### src/rtl/alu_issue_ctrl.sv
// Issue controller for a clocked ALU: reads two operands from a 4-entry register file,
// waits ALU_LAT edges for the ALU result, writes it back and offers it on a valid/ready port.
module alu_issue_ctrl #(
    parameter int N       = 32,
    parameter int ALU_LAT = 1
) (
    input  logic         clk,
    input  logic         rst,
    input  logic         instr_valid,
    output logic         instr_ready,
    input  logic [2:0]   instr_op,
    input  logic [1:0]   instr_rs,
    input  logic [1:0]   instr_rt,
    input  logic [1:0]   instr_rd,
    input  logic         ld_en,
    input  logic [1:0]   ld_addr,
    input  logic [N-1:0] ld_data,
    output logic [N-1:0] alu_r2,
    output logic [N-1:0] alu_r3,
    output logic [2:0]   alu_op,
    input  logic [N-1:0] alu_r0,
    input  logic         alu_ovf,
    input  logic         alu_zero,
    input  logic         alu_carry,
    output logic         res_valid,
    input  logic         res_ready,
    output logic [N-1:0] res_data,
    output logic [2:0]   res_flags,
    output logic         busy
);

    typedef enum logic [1:0] {
        IDLE = 2'd0,
        EXEC = 2'd1,
        RESP = 2'd2
    } state_t;

    localparam logic [3:0] LAT_INIT = 4'(ALU_LAT);

    state_t         state;
    state_t         state_nxt;
    logic [3:0]     cnt;
    logic [1:0]     rd_p0;
    logic [N-1:0]   rf [4];

    logic           accept;
    logic           ld_fire;
    logic           capture;
    logic           res_done;

    // Nothing is accepted while reset is held, even though the state is already IDLE.
    assign instr_ready = (state == IDLE) && !rst;
    assign busy        = (state != IDLE);

    always_ff @(posedge clk or posedge rst) begin
        if (rst) begin
            state <= IDLE;
        end else begin
            state <= state_nxt;
        end
    end

    always_comb begin
        state_nxt = state;
        accept    = 1'b0;
        ld_fire   = 1'b0;
        capture   = 1'b0;
        res_done  = 1'b0;
        case (state)
            IDLE: begin
                ld_fire = ld_en;
                if (instr_valid && instr_ready) begin
                    accept    = 1'b1;
                    state_nxt = EXEC;
                end
            end
            EXEC: begin
                if (cnt == 4'd0) begin
                    capture   = 1'b1;
                    state_nxt = RESP;
                end
            end
            RESP: begin
                if (res_ready) begin
                    res_done  = 1'b1;
                    state_nxt = IDLE;
                end
            end
            default: begin
                state_nxt = IDLE;
            end
        endcase
    end

    // Latency counter: loaded on accept, the ALU output is sampled once it reaches zero.
    always_ff @(posedge clk or posedge rst) begin
        if (rst) begin
            cnt <= 4'd0;
        end else if (accept) begin
            cnt <= LAT_INIT;
        end else if (state == EXEC && cnt != 4'd0) begin
            cnt <= cnt - 4'd1;
        end
    end

    // Operand stage: held from accept until the next accept so the ALU inputs never toggle.
    always_ff @(posedge clk or posedge rst) begin
        if (rst) begin
            alu_r2 <= '0;
            alu_r3 <= '0;
            alu_op <= 3'd0;
            rd_p0  <= 2'd0;
        end else if (accept) begin
            alu_r2 <= rf[instr_rs];
            alu_r3 <= rf[instr_rt];
            alu_op <= instr_op;
            rd_p0  <= instr_rd;
        end
    end

    // Register file: a same-cycle load and accept reads the old contents; writeback and
    // loads are never simultaneous because loads only commit in IDLE.
    always_ff @(posedge clk or posedge rst) begin
        if (rst) begin
            for (int i = 0; i < 4; i++) begin
                rf[i] <= '0;
            end
        end else if (capture) begin
            rf[rd_p0] <= alu_r0;
        end else if (ld_fire) begin
            rf[ld_addr] <= ld_data;
        end
    end

    // Response stage
    always_ff @(posedge clk or posedge rst) begin
        if (rst) begin
            res_data  <= '0;
            res_flags <= 3'd0;
            res_valid <= 1'b0;
        end else if (capture) begin
            res_data  <= alu_r0;
            res_flags <= {alu_ovf, alu_zero, alu_carry};
            res_valid <= 1'b1;
        end else if (res_done) begin
            res_valid <= 1'b0;
        end
    end

endmodule

### config.mk
export PLATFORM = sky130hd
export DESIGN_NAME = alu_issue_ctrl
export DESIGN_NICKNAME = d
export VERILOG_FILES = /design/src/rtl/alu_issue_ctrl.sv
export SDC_FILE = /design/constraint.sdc
export NUM_CORES = 1
export LEC_CHECK = 0
export CAP_MARGIN = 5
export CORE_AREA = 2 2 151 263
export CTS_CLUSTER_SIZE = 20
export DETAILED_ROUTE_END_ITERATION = 7
export DIE_AREA = 0 0 153 265
export SLEW_MARGIN = 10
export SYNTH_ARGS = -nofsm -noshare
export SYNTH_HDL_FRONTEND = slang
export SYNTH_SLANG_ARGS = --single-unit
### constraint.sdc
create_clock -name clk -period 13.5 [get_ports clk]
set_input_delay 1.35 -clock clk [delete_from_list [all_inputs] [get_ports clk]]
set_output_delay 1.35 -clock clk [all_outputs]
set_load 0.02 [all_outputs]
==> results of run 1 <==
==> cells in the final DEF (no fill, tap or decap), types with 2 or more instances in the layout <==
cell type	n
diode_2	3
clkdlybuf4s50_1	183
nand3_1	115
clkbuf_8	6
dfrtp_1	239
bufinv_16	2
inv_8	2
inv_1	4
a221oi_1	128
a31oi_1	128
nor3b_4	2
a22o_2	4
o21ai_0	6
ha_1	2
mux4_2	64
clkbuf_1	5
nand4_1	15
mux2_2	95
buf_2	4
mux2_1	9
nor2b_4	2
clkbuf_16	25
a21oi_1	3
nor2b_1	3
o211ai_1	128
buf_4	18
or4_1	2
nand2_1	2
==> metal layers <==
| layer | global-route usage (%) | routed length, µm | up-vias |
|---|---|---|---|
| li1 | - | - | 4799 |
| met1 | 27.64 | 16840 | 5838 |
| met2 | 34.42 | 21890 | 679 |
| met3 | 3.253 | 3563 | 89 |
| met4 | 6.957 | 1100 | 0 |
| met5 | 0 | 0 | - |
==> worst max-delay path by stage <==
| stage | slack, ps | cells after the start | to | from |
|---|---|---|---|---|
| floorplan | 5590 | 1 | alu_op[0] | rst |
| global placement | 8870 | 6 | rf[5] | ld_en |
| detailed placement | 8870 | 6 | rf[5] | ld_en |
| CTS | 9420 | 3 | instr_ready | rst |
| global route | 9250 | 6 | rf[25] | ld_en |
| finish | 9270 | 6 | rf[5] | ld_en |
==> where the power goes <==
group          switching (mW)  internal (mW)
Combinational            1.05          0.844
Clock                   0.295          0.410
Sequential              0.265           1.09
Total                    1.61           2.34
==> cell families after synthesis <==
| group | Yosys count |
|---|---|
| buf+inv | 176 |
| compound gates | 398 |
| fa+ha+maj | 2 |
| flops | 239 |
| mux | 168 |
| simple gates | 157 |
==> sequential cells by signal, indices dropped and copies added, names as in the netlist, 3 cells and up <==
register,cells
alu_op,3
alu_r2,32
alu_r3,32
cnt,4
res_data,32
res_flags,3
rf,128
==> worst max-delay path, delay by kind of cell <==
family          cells  cell delay, ps
simple gates        1             160
compound gates      2            1100
buf+inv             3            1810
==> stage by stage <==
| step | util [%] | instances | cell area, µm² | hold slack [ps] | power [mW] |
|---|---|---|---|---|---|
| detailed placement | 39.52 | 1659 | 15170 | 478.5 | 3.245 |
| global route | 41.64 | 1702 | 15990 | 505.8 | 4.169 |
| finish | 41.64 | 1702 | 15990 | 488.4 | 3.950 |
| CTS | 41.62 | 1699 | 15980 | 491.7 | 3.964 |
| global placement | 39.52 | 1659 | 15170 | 472.0 | 3.197 |
| floorplan | - | 1140 | 13310 | 506.3 | 2.574 |
==> final cells by class <==
class                           instances  area, µm²
Antenna cell                            3      7.507
Clock buffer                           36      726.9
Clock inverter                          4      80.08
Fill cell                            3615      22410
Inverter                                5      26.28
Multi-Input combinational cell        725       6573
Sequential cell                       239       5981
Tap cell                              485      606.8
Timing Repair Buffer                  205       1987
==> impl_metrics.toml, run 1 <==
[outcome]
status = "finished clean"

[route]
dr_total_vias = 11410
wire_per_inst_um = 25.50
via_per_inst = 6.701
drtIter0Drc = 1407
first_pass_iters = 5
routed_wirelength_um = 43400
ant_nets = 0
drcViolationCount = 0

[run]
cap_violations = 0

[logic_synthesis]
avgSynthCellArea_um2 = 11.68
yosys.area.top_type = "dfrtp_1"
muxShareOfSynthArea_pct = 19.63
ys.flop_type = "dfrtp_1"
synth_most_common_cell = "dfrtp_1"
synth_commonest_cells = "239 x dfrtp_1, 128 x a221oi_1, 128 x a31oi_1, 128 x o211ai_1, 115 x nand3_1"
synthesis.area_um2 = 13310
ys_seq_area_share_pct = 44.93
synth_cells = 1140
synthXorXnorAreaFrac_pct = 0
ys_top_cells_by_area = "dfrtp_1 45%, mux4_2 11%, a221oi_1 8.4%"
synth_compound_area_share_pct = 22.33
ys_ff_latch = 239
synthAdderAreaFrac_pct = 0.1880
synth_top_family_by_area = "compound AO/OA/AOI/OAI gates"
synth_top_area_share_pct = 44.93
synth_nets = 1225
synth-edff-count = 0
synth.distinct_cells = 37
ys_async_sr_fraction_pct = 100.0
synth-simple-area-share_pct = 6.665
ys.warnings.count = 0

[clocking]
cts-root-buf = "clkbuf_16"
clockBufferDepth = 3
post_cts_resized = 0
clk_pin_slew_worst_paths_ps = 60
cts_buffers = 25
h-tree-depth = 1
post_cts_buffers = 0
numClockSinks = 239
cts_tree = "done"
clock_latency_ps = 540
holdBufCountCts = 0

[floorplan]
core_area_um2 = 38390
core.rowCount = 95
io_pins = 188
initial_utilization_pct = 34.67
die_w_um = 153
die_h_um = 265
die_area_um2 = 40550

[global_route]
grt_pass1_vias = 10980
antenna_found_initial = 3
gr-usage-all-layers_pct = 20.71
grt_max_degree = 126
gr-total-overflow = 0
grt_pass1_wl_um = 67650

[sta]
min_period_over_period_pct = 31.31
fin_crit_ps = 4227
relSlewSlack_pct = 14.74
finalSetupTns_ps = 0
fin_skew_ps = 16.55
hold_viol = 0
fmax_mhz = 236.6
rsz0062_at_grt = "no"
drv_slew = 0
setup_slack_ps = 9273
setup_viol = 0
tightest_slew_ps = 1279

[setup_path]
critPathMaxFanout = 67
crit_slowest_cell = "a22o_2"
crit_arrival_ps = 4580
end_kind = "flop"
timing.rr.start = "cnt[0]"
start_kind = "input port"
crit_path_max_incr_delay_ps = 920
worst_ep_required_time_ps = 13850
r2r_slack_ps = 9670
path_class = "input port to flop"
rr_endpoint = "res_data[13]"
path_common_cell = "buf_4"
reg2reg_depth = 7
crit_chain = "clkdlybuf4s50_1 -> nor3b_4 -> buf_4 -> buf_4 -> a22o_2 -> a31oi_1"

[hold_path]
hp-start = "alu_r3[4]"
hold_class = "flop to flop"
hold_depth = 1
min_to = "alu_r3[4]"

[place]
place_ws_ps = 8873
dp_hpwl_um = 23630
gp_congestion = 0.7673
port_buffers = 187

[finish]
nets = 1286
drive_gt1_share_pct = 19.52
syn_to_final_growth_pct = 20.12

[power]
powerDensity_nw_per_um2 = 247.1
ir_drop_v = 0.0001774
p_leak_nw = 5.528
Note: power is estimated with default switching activity, not from simulation.
==> inputs of run 2 (changes only) <==
==> constraint.sdc (replaced) <==
create_clock -name clk -period 3.6 [get_ports clk]
set_input_delay 0.36 -clock clk [delete_from_list [all_inputs] [get_ports clk]]
set_output_delay 0.36 -clock clk [all_outputs]
set_load 0.02 [all_outputs]
==> run 2 against run 1 <==
Net effect:
- register-to-register slack worse by 8600 ps
- hold slack worse by 88 ps
- global-route usage up 0.19 points
- non-clock buffer count up 13
- utilization up 0.68 points
- wire length up 0.85%
- power rose to 3.8 times the previous value
- final area up 1.6%
- via count up 0.34%
- clock skew down 1.2 ps
- clock power rose to 3.8 times the previous value
- critical path type is now flop to flop
==> impl_metrics.toml, run 2 (same netlist as run 1, synthesis figures left out) <==
[setup_path]
path_depth = 3
crit_path_max_incr_delay_ps = 800
endpoint = "rf[12]"
startpoint = "state[1]"
end_kind = "flop"
crit_family = "compound AO/OA/AOI/OAI gates"
crit_chain = "and4b_4 -> a22o_2 -> a31oi_1"
crit_slowest_cell = "a22o_2"
path_class = "flop to flop"
timing.rr.start = "state[1]"
critPathMaxFanout = 37
start_kind = "flop"
crit_arrival_ps = 2930
r2r_slack_ps = 1040
reg2reg_depth = 3
rr_endpoint = "rf[12]"
cp_num_buf_inv = 0
worst_ep_required_time_ps = 3970

[route]
dr_total_vias = 11440
routed_wirelength_um = 43770
ant_nets = 0
first_pass_iters = 7
drcViolationCount = 0
drtIter0Drc = 1615
via_per_inst = 6.650
wire_per_inst_um = 25.43

[clocking]
cts_tree = "done"
numClockSinks = 239
holdBufCountCts = 0
clock_latency_ps = 550
clockBufferDepth = 3
cts-root-buf = "clkbuf_16"
post_cts_resized = 0
post_cts_buffers = 0
cts_buffers = 26
clk_pin_slew_worst_paths_ps = 60
h-tree-depth = 1

[power]
powerDensity_nw_per_um2 = 922.8
ir_drop_v = 0.0005987
p_leak_nw = 5.655

[finish]
nFillCells = 3588
largest_register_ff_count = 128
layout_common_cells = "239 x dfrtp_1, 183 x clkdlybuf4s50_1, 128 x o211ai_1, 128 x a221oi_1, 128 x a31oi_1"
nets = 1300
final_common_cell = "dfrtp_1"
drive_gt1_share_pct = 20.75
max_flop_register = "rf"
syn_to_final_growth_pct = 22.07

[sta]
tightest_slew_ps = 1158
hold_viol = 0
relSlewSlack_pct = 22.82
fmax_mhz = 390.6
setup_viol = 0
min_period_over_period_pct = 71.12
rsz0062_at_grt = "no"
fin_skew_ps = 15.31
fin_crit_ps = 2560
drv_slew = 0
finalSetupTns_ps = 0
timing.hold.ws_ps = 400.4

[floorplan]
io_pins = 188
initial_utilization_pct = 34.67
core_area_um2 = 38390
die_h_um = 265
die_w_um = 153
core.rowCount = 95
die_area_um2 = 40550

[global_route]
gr-usage-all-layers_pct = 20.89
grt_pass1_wl_um = 68140
antenna_found_initial = 3
use_met2_pct = 35.49
top_usage_layer = "met2"
grt_pass1_vias = 11090
gr-total-overflow = 0
grt_max_degree = 169
use_met3_pct = 3.368
use_met1_pct = 26.70

[outcome]
status = "finished clean"

[run]
cap_violations = 0

[place]
port_buffers = 187
dp_hpwl_um = 25660
gp_congestion = 0.8072

[hold_path]
hold_class = "input port to flop"
## run 2: cell count changes in the layout (fill, tap and decap cells not counted)
cell        delta
clkinvlp_4     +3
diode_2        -1
clkbuf_8       +1
buf_4          +2
clkbuf_1       +1
buf_12        +11
bufinv_16      -2
clkinv_2       +4
clkbuf_16      +2
inv_8          -2
## run 2: worst min-delay path by stage
stage	from	endpoint	slack (ps)	depth (start not counted)
floorplan	res_ready	state[1]	470	1
global placement	alu_r3[1]	alu_r3[1]	470	1
detailed placement	alu_r3[2]	alu_r3[2]	480	1
CTS	res_ready	state[1]	390	2
global route	res_ready	state[1]	410	2
finish	res_ready	state[1]	400	2
## run 2: through the flow
stage / setup WS, ps / cells / utilization, % / area (µm²) / power (mW)
finish: 1040 / 1721 / 42.32 / 16250 / 14.99
global route: 956.9 / 1721 / 42.32 / 16250 / 15.80
CTS: 1067 / 1719 / 42.31 / 16240 / 15.05
detailed placement: 1090 / 1672 / 40.12 / 15400 / 12.32
global placement: 1173 / 1672 / 40.12 / 15400 / 12.14
floorplan: 106.2 / 1140 / - / 13310 / 9.654
## run 2: area by class of cell
type / instances / area (µm²) / share of cell area (%)
clock buffers: 40 / 794.5 / 4.890
multi-input cells: 725 / 6573 / 40.45
clock inverters: 7 / 43.79 / 0.2695
diodes: 2 / 5.005 / 0.03080
flip-flops and latches: 239 / 5981 / 36.81
repair buffers: 218 / 2222 / 13.68
well taps: 485 / 606.8 / 3.735
inverters: 5 / 22.52 / 0.1386
## run 2: layer usage
metal | vias to the layer above | wire [µm] | part of all wire (%)
met4 | 2 | 1563 | 3.6
met2 | 713 | 22250 | 51
met3 | 110 | 3451 | 7.9
met5 | - | 11 | 0.025
li1 | 4830 | - | -
met1 | 5789 | 16490 | 38
## run 2: where the power goes
part           total, mW  leakage (nW)  internal (mW)  switching, mW
registers           5.10          2.82           4.09           1.01
logic               7.23          2.42           3.27           3.96
clock network       2.66         0.411           1.52           1.14
total               15.0          5.65           8.88           6.12
